File: src/rtl/render_pkg.sv
// Shared definitions for the renderer slave front end: register map,
// coordinate widths and limits, and the queued draw command layout.
package render_pkg;

    localparam logic [3:0] REG_STATUS = 4'd0;
    localparam logic [3:0] REG_X      = 4'd1;
    localparam logic [3:0] REG_Y      = 4'd2;
    localparam logic [3:0] REG_COUNT  = 4'd3;
    localparam logic [3:0] REG_TEX    = 4'd4;
    localparam logic [3:0] REG_CLEAR  = 4'd5;
    localparam logic [3:0] REG_PLOT   = 4'd6;
    localparam logic [3:0] REG_ID     = 4'd7;

    localparam int X_W   = 9;
    localparam int Y_W   = 8;
    localparam int TEX_W = 7;

    localparam logic [31:0] X_MAX = 32'd319;
    localparam logic [31:0] Y_MAX = 32'd239;

    typedef struct packed {
        logic [TEX_W-1:0] tex;
        logic [X_W-1:0]   x;
        logic [Y_W-1:0]   y;
    } render_cmd_t;

    typedef enum logic {
        R_IDLE = 1'b0,
        R_ACK  = 1'b1
    } read_state_t;

    // Whole bus word is compared so high garbage bits also count as out of range.
    function automatic logic in_range(input logic [31:0] value, input logic [31:0] max);
        return value <= max;
    endfunction

endpackage

File: src/rtl/render_cmd_fifo.sv
// Synchronous command FIFO between the register front end and the draw engine.
// Clear has priority over push; head reads as zero whenever the FIFO is empty.
module render_cmd_fifo
    import render_pkg::*;
#(
    parameter int DEPTH = 8,
    localparam int AW = $clog2(DEPTH),
    localparam int CW = AW + 1
)
(
    input  logic          clk,
    input  logic          rst,
    input  logic          push,
    input  render_cmd_t   push_cmd,
    input  logic          pop,
    input  logic          clear,
    output logic          full,
    output logic          empty,
    output logic [CW-1:0] count,
    output render_cmd_t   head
);

    render_cmd_t   mem [DEPTH];
    logic [AW-1:0] wr_ptr;
    logic [AW-1:0] rd_ptr;
    logic          do_push;
    logic          do_pop;

    assign full    = (count == CW'(DEPTH));
    assign empty   = (count == '0);
    assign do_push = push && !full && !clear;
    assign do_pop  = pop && !empty;
    assign head    = empty ? '0 : mem[rd_ptr];

    always_ff @(posedge clk or posedge rst) begin
        if (rst) begin
            wr_ptr <= '0;
            rd_ptr <= '0;
            count  <= '0;
        end else if (clear) begin
            // A pop in the same cycle is still delivered; everything else is dropped.
            wr_ptr <= '0;
            rd_ptr <= '0;
            count  <= '0;
        end else begin
            if (do_push) begin
                wr_ptr <= wr_ptr + 1'b1;
            end
            if (do_pop) begin
                rd_ptr <= rd_ptr + 1'b1;
            end
            case ({do_push, do_pop})
                2'b10:   count <= count + 1'b1;
                2'b01:   count <= count - 1'b1;
                default: count <= count;
            endcase
        end
    end

    always_ff @(posedge clk) begin
        if (do_push) begin
            mem[wr_ptr] <= push_cmd;
        end
    end

endmodule

File: src/rtl/render_slave_regs.sv
// Avalon-MM register front end of the renderer: holds X/Y/TEX, range-checks
// coordinate writes, queues PLOT commands and answers reads with one wait state.
module render_slave_regs
    import render_pkg::*;
#(
    parameter int          DEPTH    = 8,
    parameter logic [31:0] ID_VALUE = 32'h52454E44,
    localparam int CW = $clog2(DEPTH) + 1
)
(
    input  logic             clk,
    input  logic             rst,
    input  logic [3:0]       slave_address,
    input  logic             slave_read,
    input  logic             slave_write,
    input  logic [31:0]      slave_writedata,
    output logic [31:0]      slave_readdata,
    output logic             slave_waitrequest,
    output logic             cmd_valid,
    input  logic             cmd_ready,
    output logic [X_W-1:0]   cmd_x,
    output logic [Y_W-1:0]   cmd_y,
    output logic [TEX_W-1:0] cmd_tex,
    input  logic             engine_busy
);

    read_state_t      read_state;
    read_state_t      read_state_nxt;
    logic             capture;

    logic [X_W-1:0]   x_reg;
    logic [Y_W-1:0]   y_reg;
    logic [TEX_W-1:0] tex_reg;
    logic             range_err;

    logic             read_req;
    logic             plot_stall;
    logic             wr_accept;
    logic             fifo_push;
    logic             fifo_pop;
    logic             fifo_clear;
    logic             fifo_full;
    logic             fifo_empty;
    logic [CW-1:0]    fifo_count;
    render_cmd_t      fifo_head;
    render_cmd_t      plot_cmd;
    logic [31:0]      rd_mux;

    // A write always wins the bus, so a read only counts when write is low.
    assign read_req          = slave_read && !slave_write;
    assign plot_stall        = slave_write && (slave_address == REG_PLOT) && fifo_full;
    assign slave_waitrequest = rst || plot_stall || (read_req && (read_state == R_IDLE));
    assign wr_accept         = slave_write && !slave_waitrequest;

    assign fifo_push  = wr_accept && (slave_address == REG_PLOT);
    assign fifo_clear = wr_accept && (slave_address == REG_CLEAR);
    assign fifo_pop   = cmd_valid && cmd_ready;
    assign plot_cmd   = '{tex: tex_reg, x: x_reg, y: y_reg};

    assign cmd_valid = !fifo_empty;
    assign cmd_x     = fifo_head.x;
    assign cmd_y     = fifo_head.y;
    assign cmd_tex   = fifo_head.tex;

    render_cmd_fifo #(.DEPTH(DEPTH)) u_fifo (
        .clk      (clk),
        .rst      (rst),
        .push     (fifo_push),
        .push_cmd (plot_cmd),
        .pop      (fifo_pop),
        .clear    (fifo_clear),
        .full     (fifo_full),
        .empty    (fifo_empty),
        .count    (fifo_count),
        .head     (fifo_head)
    );

    always_comb begin
        read_state_nxt = read_state;
        capture        = 1'b0;
        case (read_state)
            R_IDLE: begin
                if (read_req) begin
                    capture        = 1'b1;
                    read_state_nxt = R_ACK;
                end
            end
            R_ACK: begin
                read_state_nxt = R_IDLE;
            end
            default: begin
                read_state_nxt = R_IDLE;
            end
        endcase
    end

    always_comb begin
        rd_mux = '0;
        case (slave_address)
            REG_STATUS: rd_mux = {28'd0, range_err, fifo_full, fifo_empty, engine_busy};
            REG_X:      rd_mux = 32'(x_reg);
            REG_Y:      rd_mux = 32'(y_reg);
            REG_COUNT:  rd_mux = 32'(fifo_count);
            REG_TEX:    rd_mux = 32'(tex_reg);
            REG_ID:     rd_mux = ID_VALUE;
            default:    rd_mux = '0;
        endcase
    end

    always_ff @(posedge clk or posedge rst) begin
        if (rst) begin
            read_state     <= R_IDLE;
            slave_readdata <= '0;
        end else begin
            read_state <= read_state_nxt;
            if (capture) begin
                slave_readdata <= rd_mux;
            end
        end
    end

    always_ff @(posedge clk or posedge rst) begin
        if (rst) begin
            x_reg     <= '0;
            y_reg     <= '0;
            tex_reg   <= '0;
            range_err <= 1'b0;
        end else if (wr_accept) begin
            case (slave_address)
                REG_X: begin
                    if (in_range(slave_writedata, X_MAX)) x_reg <= slave_writedata[X_W-1:0];
                    else                                  range_err <= 1'b1;
                end
                REG_Y: begin
                    if (in_range(slave_writedata, Y_MAX)) y_reg <= slave_writedata[Y_W-1:0];
                    else                                  range_err <= 1'b1;
                end
                REG_TEX: tex_reg <= slave_writedata[TEX_W-1:0];
                REG_CLEAR: begin
                    if (slave_writedata[0]) range_err <= 1'b0;
                end
                default: ;
            endcase
        end
    end

endmodule
File: config.mk
export PLATFORM = sky130hd
export DESIGN_NAME = render_slave_regs
export DESIGN_NICKNAME = d
export VERILOG_FILES = /design/src/rtl/render_pkg.sv /design/src/rtl/render_cmd_fifo.sv /design/src/rtl/render_slave_regs.sv
export SDC_FILE = /design/constraint.sdc
export NUM_CORES = 1
export LEC_CHECK = 0
export ABC_AREA = 1
export BUFFER_PORTS_ARGS = -buffer_cell sky130_fd_sc_hd__buf_4
export CAP_MARGIN = 10
export CORE_MARGIN = 10
export CORE_UTILIZATION = 50
export CTS_BUF_LIST = sky130_fd_sc_hd__clkbuf_8
export DETAILED_ROUTE_END_ITERATION = 6
export PLACE_DENSITY = 0.77
export SYNTH_ARGS = -nofsm -noshare
export SYNTH_HDL_FRONTEND = slang
export SYNTH_SLANG_ARGS = --single-unit
File: constraint.sdc
create_clock -name clk -period 3.69 [get_ports clk]
set_input_delay 0.738 -clock clk [delete_from_list [all_inputs] [get_ports clk]]
set_output_delay 0.738 -clock clk [all_outputs]
set_load 0.02 [all_outputs]
* Word-level counts from Yosys, hierarchy flattened
Memory sizes are Yosys's and may differ from the RTL's.
Cells that the tools add are included.
** Word-level totals
- Bits in registers :: 68
- Bits in writable memories :: 192
- Input port bits :: 42
- Output and inout port bits :: 58
- Word-level logic and storage cells :: 75
- Memories kept :: 1
** Cells by class
- $add $sub $neg :: 4
- $lt $le $gt $ge :: 2
- Eq/ne operators :: 13
- Multiplexer cells :: 17
- Bitwise operators :: 1
- Reductions and logical operators :: 28
** Memory list
- u_fifo.mem :: depth 8, bits a word 24, read ports 1, clocked after Yosys merged registers in 0, write ports 1, RTL line render_cmd_fifo.sv:23 : render_cmd_t mem [DEPTH];
** Operators with widths (number)
- 31-bit one-hot mux with 6 select lines :: 1
- 32-bit by 8-bit <= comparator with 1-bit output, second input constant :: 1
- 32-bit by 9-bit <= comparator with 1-bit output, second input constant :: 1
- 24-bit two-way mux :: 1
- 4-bit by 3-bit equality test with 1-bit output, second input constant :: 4
- 3-bit two-way mux :: 4
- 1-bit logical AND :: 11
- 4-bit by 2-bit equality test with 1-bit output, second input constant :: 2
- 4-bit zero test :: 2
- 4-bit one-hot mux with 2 select lines :: 1
- 1-bit two-way mux :: 7
- 3-bit by 1-bit adder with 3-bit output, second input constant :: 2
- 2-bit inequality test, second input constant :: 3
- 3-bit AND reduction :: 2
- 3-bit nonzero test :: 2
- 1-bit zero test :: 5
- 5-bit AND reduction :: 1
- 4-bit by 1-bit adder with 4-bit output, second input constant :: 1
- 4-bit by 1-bit equality test with 1-bit output, second input constant :: 1
- 4-bit equality test, second input constant :: 1
- 4-bit two-way mux :: 1
- 2-bit nonzero test :: 2
- 4-bit by 1-bit subtractor with 4-bit output, second input constant :: 1
- 1-bit one-hot mux with 3 select lines :: 1
- 6 further kinds :: 7

* Depth between registers and ports, before layout
- Word-level depth :: 13
- Mapped depth :: 15
- Depth with buffers taken out :: 15

* Cells and area by module
Synthesis repeated with hierarchy kept, for this count alone.
** Second synthesis, totals
- Cell total of the unflattened synthesis :: 935
- Area, all modules :: 10322.4 um^2
** By module, submodules not included
- render_cmd_fifo :: times used 1, cells an instance 646, area each 8211.6 um^2
- render_slave_regs :: times used 1, cells an instance 289, area each 2110.8 um^2

* Worst setup path before layout
Ideal clock, no wire load.
- Path type :: input to register
- From :: input port rst
- To :: memory u_fifo.mem[0][0] (netlist bit), enable pin
- Setup time :: 405 ps
- Arrival :: 3413 ps
- Required time :: 3285 ps
- Setup slack :: -128 ps
- Stages on the path :: 7
- Cell sequence :: inv_1 -> nand2_4 -> nor2_4 -> nand2_2 -> clkinv_1 -> nand2_1 -> nor2_1
** Between the ends
- Cells in the longest elaborated chain, start to end :: 9
- Elaborated cells between the ends (all ways) :: 11
- Those cells by class :: mux: 2; reduce/logical: 9
** Ends and longest elaborated chain
- start: declaration :: RTL line render_slave_regs.sv:12 : input logic rst,
- 1-bit logical OR (*) (2 in a row) :: RTL line render_slave_regs.sv:52 : assign slave_waitrequest = rst || plot_stall || (read_req && (read_state == R_IDLE));
- 1-bit zero test (*) :: RTL line render_slave_regs.sv:53 : assign wr_accept = slave_write && !slave_waitrequest;
- 1-bit logical AND (*) :: RTL line render_slave_regs.sv:53
- 1-bit logical AND (on tied branches) :: RTL line render_slave_regs.sv:55, render_slave_regs.sv:56
- 1-bit logical AND or 1-bit zero test (tied branches) :: RTL line render_cmd_fifo.sv:31 : assign do_push = push && !full && !clear;
- 1-bit logical AND (*) :: RTL line render_cmd_fifo.sv:31
- 1-bit two-way mux (*) :: RTL line render_cmd_fifo.sv:61 : if (do_push) begin
- 1-bit two-way mux (not written as such) (*) :: RTL line render_cmd_fifo.sv:62 : mem[wr_ptr] <= push_cmd;
- end: declaration :: RTL line render_cmd_fifo.sv:23
Mark *: on every way between the ends. The rest lies on a longest branch, timed or not.

* Worst setup path in the final report
- From :: register u_fifo.count[0]
- To :: output port cmd_tex[4]
** Between the ends
- Cells in the longest elaborated chain, start to end :: 2
** Ends and longest elaborated chain
- start: declaration :: RTL line render_cmd_fifo.sv:19 : output logic [CW-1:0] count,
- start signal: assignment :: RTL line render_cmd_fifo.sv:53 : 2'b10: count <= count + 1'b1;
- start signal: assignment :: RTL line render_cmd_fifo.sv:54 : 2'b01: count <= count - 1'b1;
- start signal: assignment :: RTL line render_cmd_fifo.sv:55 : default: count <= count;
- 4-bit zero test :: RTL line render_cmd_fifo.sv:30 : assign empty = (count == '0);
- 24-bit two-way mux :: RTL line render_cmd_fifo.sv:33 : assign head = empty ? '0 : mem[rd_ptr];
- end: declaration :: RTL line render_slave_regs.sv:23 : output logic [TEX_W-1:0] cmd_tex,
No other way between the ends.

==> flow_summary_export.csv <==
group,metric,value,unit
run_status,status,"completed",
synthesis,yosys_warnings,0,
synthesis,avgSynthCellArea,11.2,um^2
power_and_ir_drop,power.total,8.02,mW
critical_path,crit_arrival,2.46,ns
synthesis,yosys.area.top_type,"edfxtp_1",
floorplan,die_y,163,um
critical_path,setup.worst_path.start,"u_fifo.count[0]",
critical_path,slowest_delay,0.65,ns
final_layout,fillers,1641,
final_layout,fin_nets,1043,
critical_path,start_kind,"register",
synthesis,ys.flop_type,"edfxtp_1",
place,gp_congestion,0.823,
place,placedCellCount,1227,
timing,worst_pin_slew,0.885,ns
timing,whs,0.407,ns
critical_path,cpMaxStageDelayCell,"inv_1",
timing,min_period_over_period,0.867,
synthesis,synth_edf_count,192,
cts,path_clk_slew,0.06,ns
synthesis,synthTopCellsByCount,"192 x edfxtp_1, 167 x nor2_1, 138 x o21ai_0, 115 x nand2_1, 46 x dfrtp_1",
floorplan,die_w,163,um
place,portBuffers,86,
floorplan,core-area,0.0201,mm^2
critical_path,crit_top_cell,"inv_1",
min_path,hp-class,"input port to asynchronous set/reset pin",
final_layout,layout-drive-gt1-share,0.196,
final_layout,largest_register_ffs,192,
cts,cts_resized,0,
final_layout,multi_input_area,0.00279,mm^2
critical_path,cp-end-kind,"output pin",
job,drv_cap,0,
final_layout,syn2layout_area_growth,14.8,%
timing,fin_skew,0.0268,ns
timing,period_needed,3.20,ns
floorplan,fp-row-count,52,
critical_path,worstPathMaxFanout,25,
place,dpl_cell_area,0.0110,mm^2
grt,grt_pass1_wl,37800,um
power_and_ir_drop,leakage,4.89,nW
synthesis,synth.cell_area,0.0102,mm^2
critical_path,critical_path_class,"register to output pin",
critical_path,cp.required,2.95,ns
cts,clk_path_buf_depth,3,
grt,grt_remaining_overflow,0,
synthesis,ys_top_cells_by_area,"edfxtp_1 57%, dfrtp_1 11%, o21ai_0 6.8%, nor2_1 6.2%, nand2_1 4.2%",
timing,hold_violations,0,
detailed_routing,vias_per_cell,5.43,
critical_path,crit_buf_inv,3,
synthesis,synth_top_cell_area_share,0.567,
synthesis,yosysMostFrequentCell,"edfxtp_1",
synthesis,yosys_register_bits,238,
critical_path,worstPathCellList,"inv_1 > nand2_1 > nor3_1 > inv_1 > o21ai_0 > a31oi_1 > buf_4",
detailed_routing,detail_route.wl_per_cell,18.6,um
timing,clock.fmax,313,MHz
timing,rsz0062_at_grt,"no",
cts,cts_setup_buffers,0,
detailed_routing,drt_wl_total,24000,um
final_layout,design_area,0.0117,mm^2
timing,setup_violations,0,
timing,setup_ws,0.490,ns
cts,root_buffer,"clkbuf_8",
place,dp_worst_setup_slack,0.997,ns
detailed_routing,antenna_left,0,
place,dp_hpwl,15100,um
grt,grt_pass1_vias,7070,
grt,antenna_found_initial,0,
cts,htree_levels,2,
floorplan,ioPinCount,100,
final_layout,ff_latch_area,0.00692,mm^2
cts,cts.sink_count,238,
final_layout,final_cells,1292,
cts,ctsHoldBuffers,0,
timing,relSlewSlack,0.410,
detailed_routing,vias,7016,
detailed_routing,drc,0,
power_and_ir_drop,power_density,687,mW/mm^2
critical_path,critPathTopFamily,"buffers and inverters",
synthesis,yosysUniqueCellTypes,42,
grt,grt_usage,0.181,
cts,numCtsBuffers,38,
cts,cts_tree,"yes",
floorplan,initial_core_util,0.506,
critical_path,reg2reg_from,"read_state",
grt,grt_max_degree,99,
floorplan,die_area,0.0264,mm^2
detailed_routing,first_pass_iters,5,
timing,slew_viol_final,0,
synthesis,asyncSetResetFlopFracSynth,0.193,
synthesis,postSynthCellCount,905,
power_and_ir_drop,ir_drop,0.000447,V
synthesis,ys_seq_area_frac,0.680,
detailed_routing,drt_iter0_markers,629,
final_layout,n_antenna_cell,0,
cts,clk-insertion-delay-late,0.53,ns
-- power breakdown --
| group | internal, mW | switching (mW) |
|---|---|---|
| Combinational | 1.06 | 1.90 |
| Sequential | 3.01 | 0.115 |
| Clock | 0.974 | 0.958 |
| Total | 5.05 | 2.97 |
-- area by class of cell --
cell class / count / share of cell area
well taps: 270 / 0.0289
clock buffers: 39 / 0.0460
flip-flops and latches: 238 / 0.593
multi-input cells: 567 / 0.239
inverters: 48 / 0.0154
repair buffers: 104 / 0.0690
clock inverters: 26 / 0.00900
-- metrics by stage --
stage / utilization / setup TNS, ns
2_1_floorplan: - / -23.33
6_report: 0.581 / 0
4_1_cts: 0.581 / 0
3_5_place_dp: 0.549 / 0
5_1_grt: 0.581 / 0
3_3_place_gp: 0.549 / 0
-- cells in the final DEF (no fill, tap or decap), types with 21 or more instances in the layout --
cell / instances
inv_1: 54
o21ai_0: 138
nand2_1: 115
clkbuf_8: 39
a31oi_1: 26
edfxtp_1: 192
nand3_1: 21
buf_4: 102
nor2_1: 159
dfrtp_1: 45
o22ai_1: 24
-- kinds of logic (layout without fill, tap and decap cells) --
kind of cell | after synthesis | count (layout) | share of synthesized area
other | 1 | 13 | 0.000369
AND/OR/NAND/NOR | 335 | 335 | 0.142
flip-flops | 238 | 238 | 0.680
adder cells (fa/ha/maj) | 4 | 4 | 0.00492
buffers and inverters | 112 | 217 | 0.0519
AO/OA/AOI/OAI | 214 | 214 | 0.119
XOR/XNOR | 1 | 1 | 0.000861
-- metal layers --
| layer | wire (um) | track usage | part of all wire | vias up |
|---|---|---|---|---|
| li1 | - | - | - | 3327 |
| met1 | 9780 | 0.219 | 0.41 | 3315 |
| met2 | 11100 | 0.289 | 0.46 | 301 |
| met3 | 2020 | 0.0488 | 0.084 | 73 |
| met4 | 1100 | 0.100 | 0.046 | 0 |
| met5 | 0 | 0 | 0 | - |
-- worst register-to-register path, stage by stage (launching register included) --
cell and delay [ns]:
dfrtp_1 0.34, inv_1 0.07, nand3_4 0.20, nand2_4 0.09, nor2_4 0.15, nand2_2 0.15, clkinv_1 0.14, nand2_1 0.17
nor2_2 0.12, buf_4 0.39
-- path summary, 6_finish.rpt --
kind	end	slack, ns	cells past startpoint
setup / recovery	cmd_tex[4]	0.49	7
hold / removal	read_state	0.41	3
setup reg to reg	u_fifo.mem[2][2]	1.48	9
hold reg to reg	range_err	0.47	2
max in group asynchronous	u_fifo.rd_ptr[0]	2.84	3
min in group clk	y_reg[5]	0.46	3
Power figures use the tool's default switching activity.
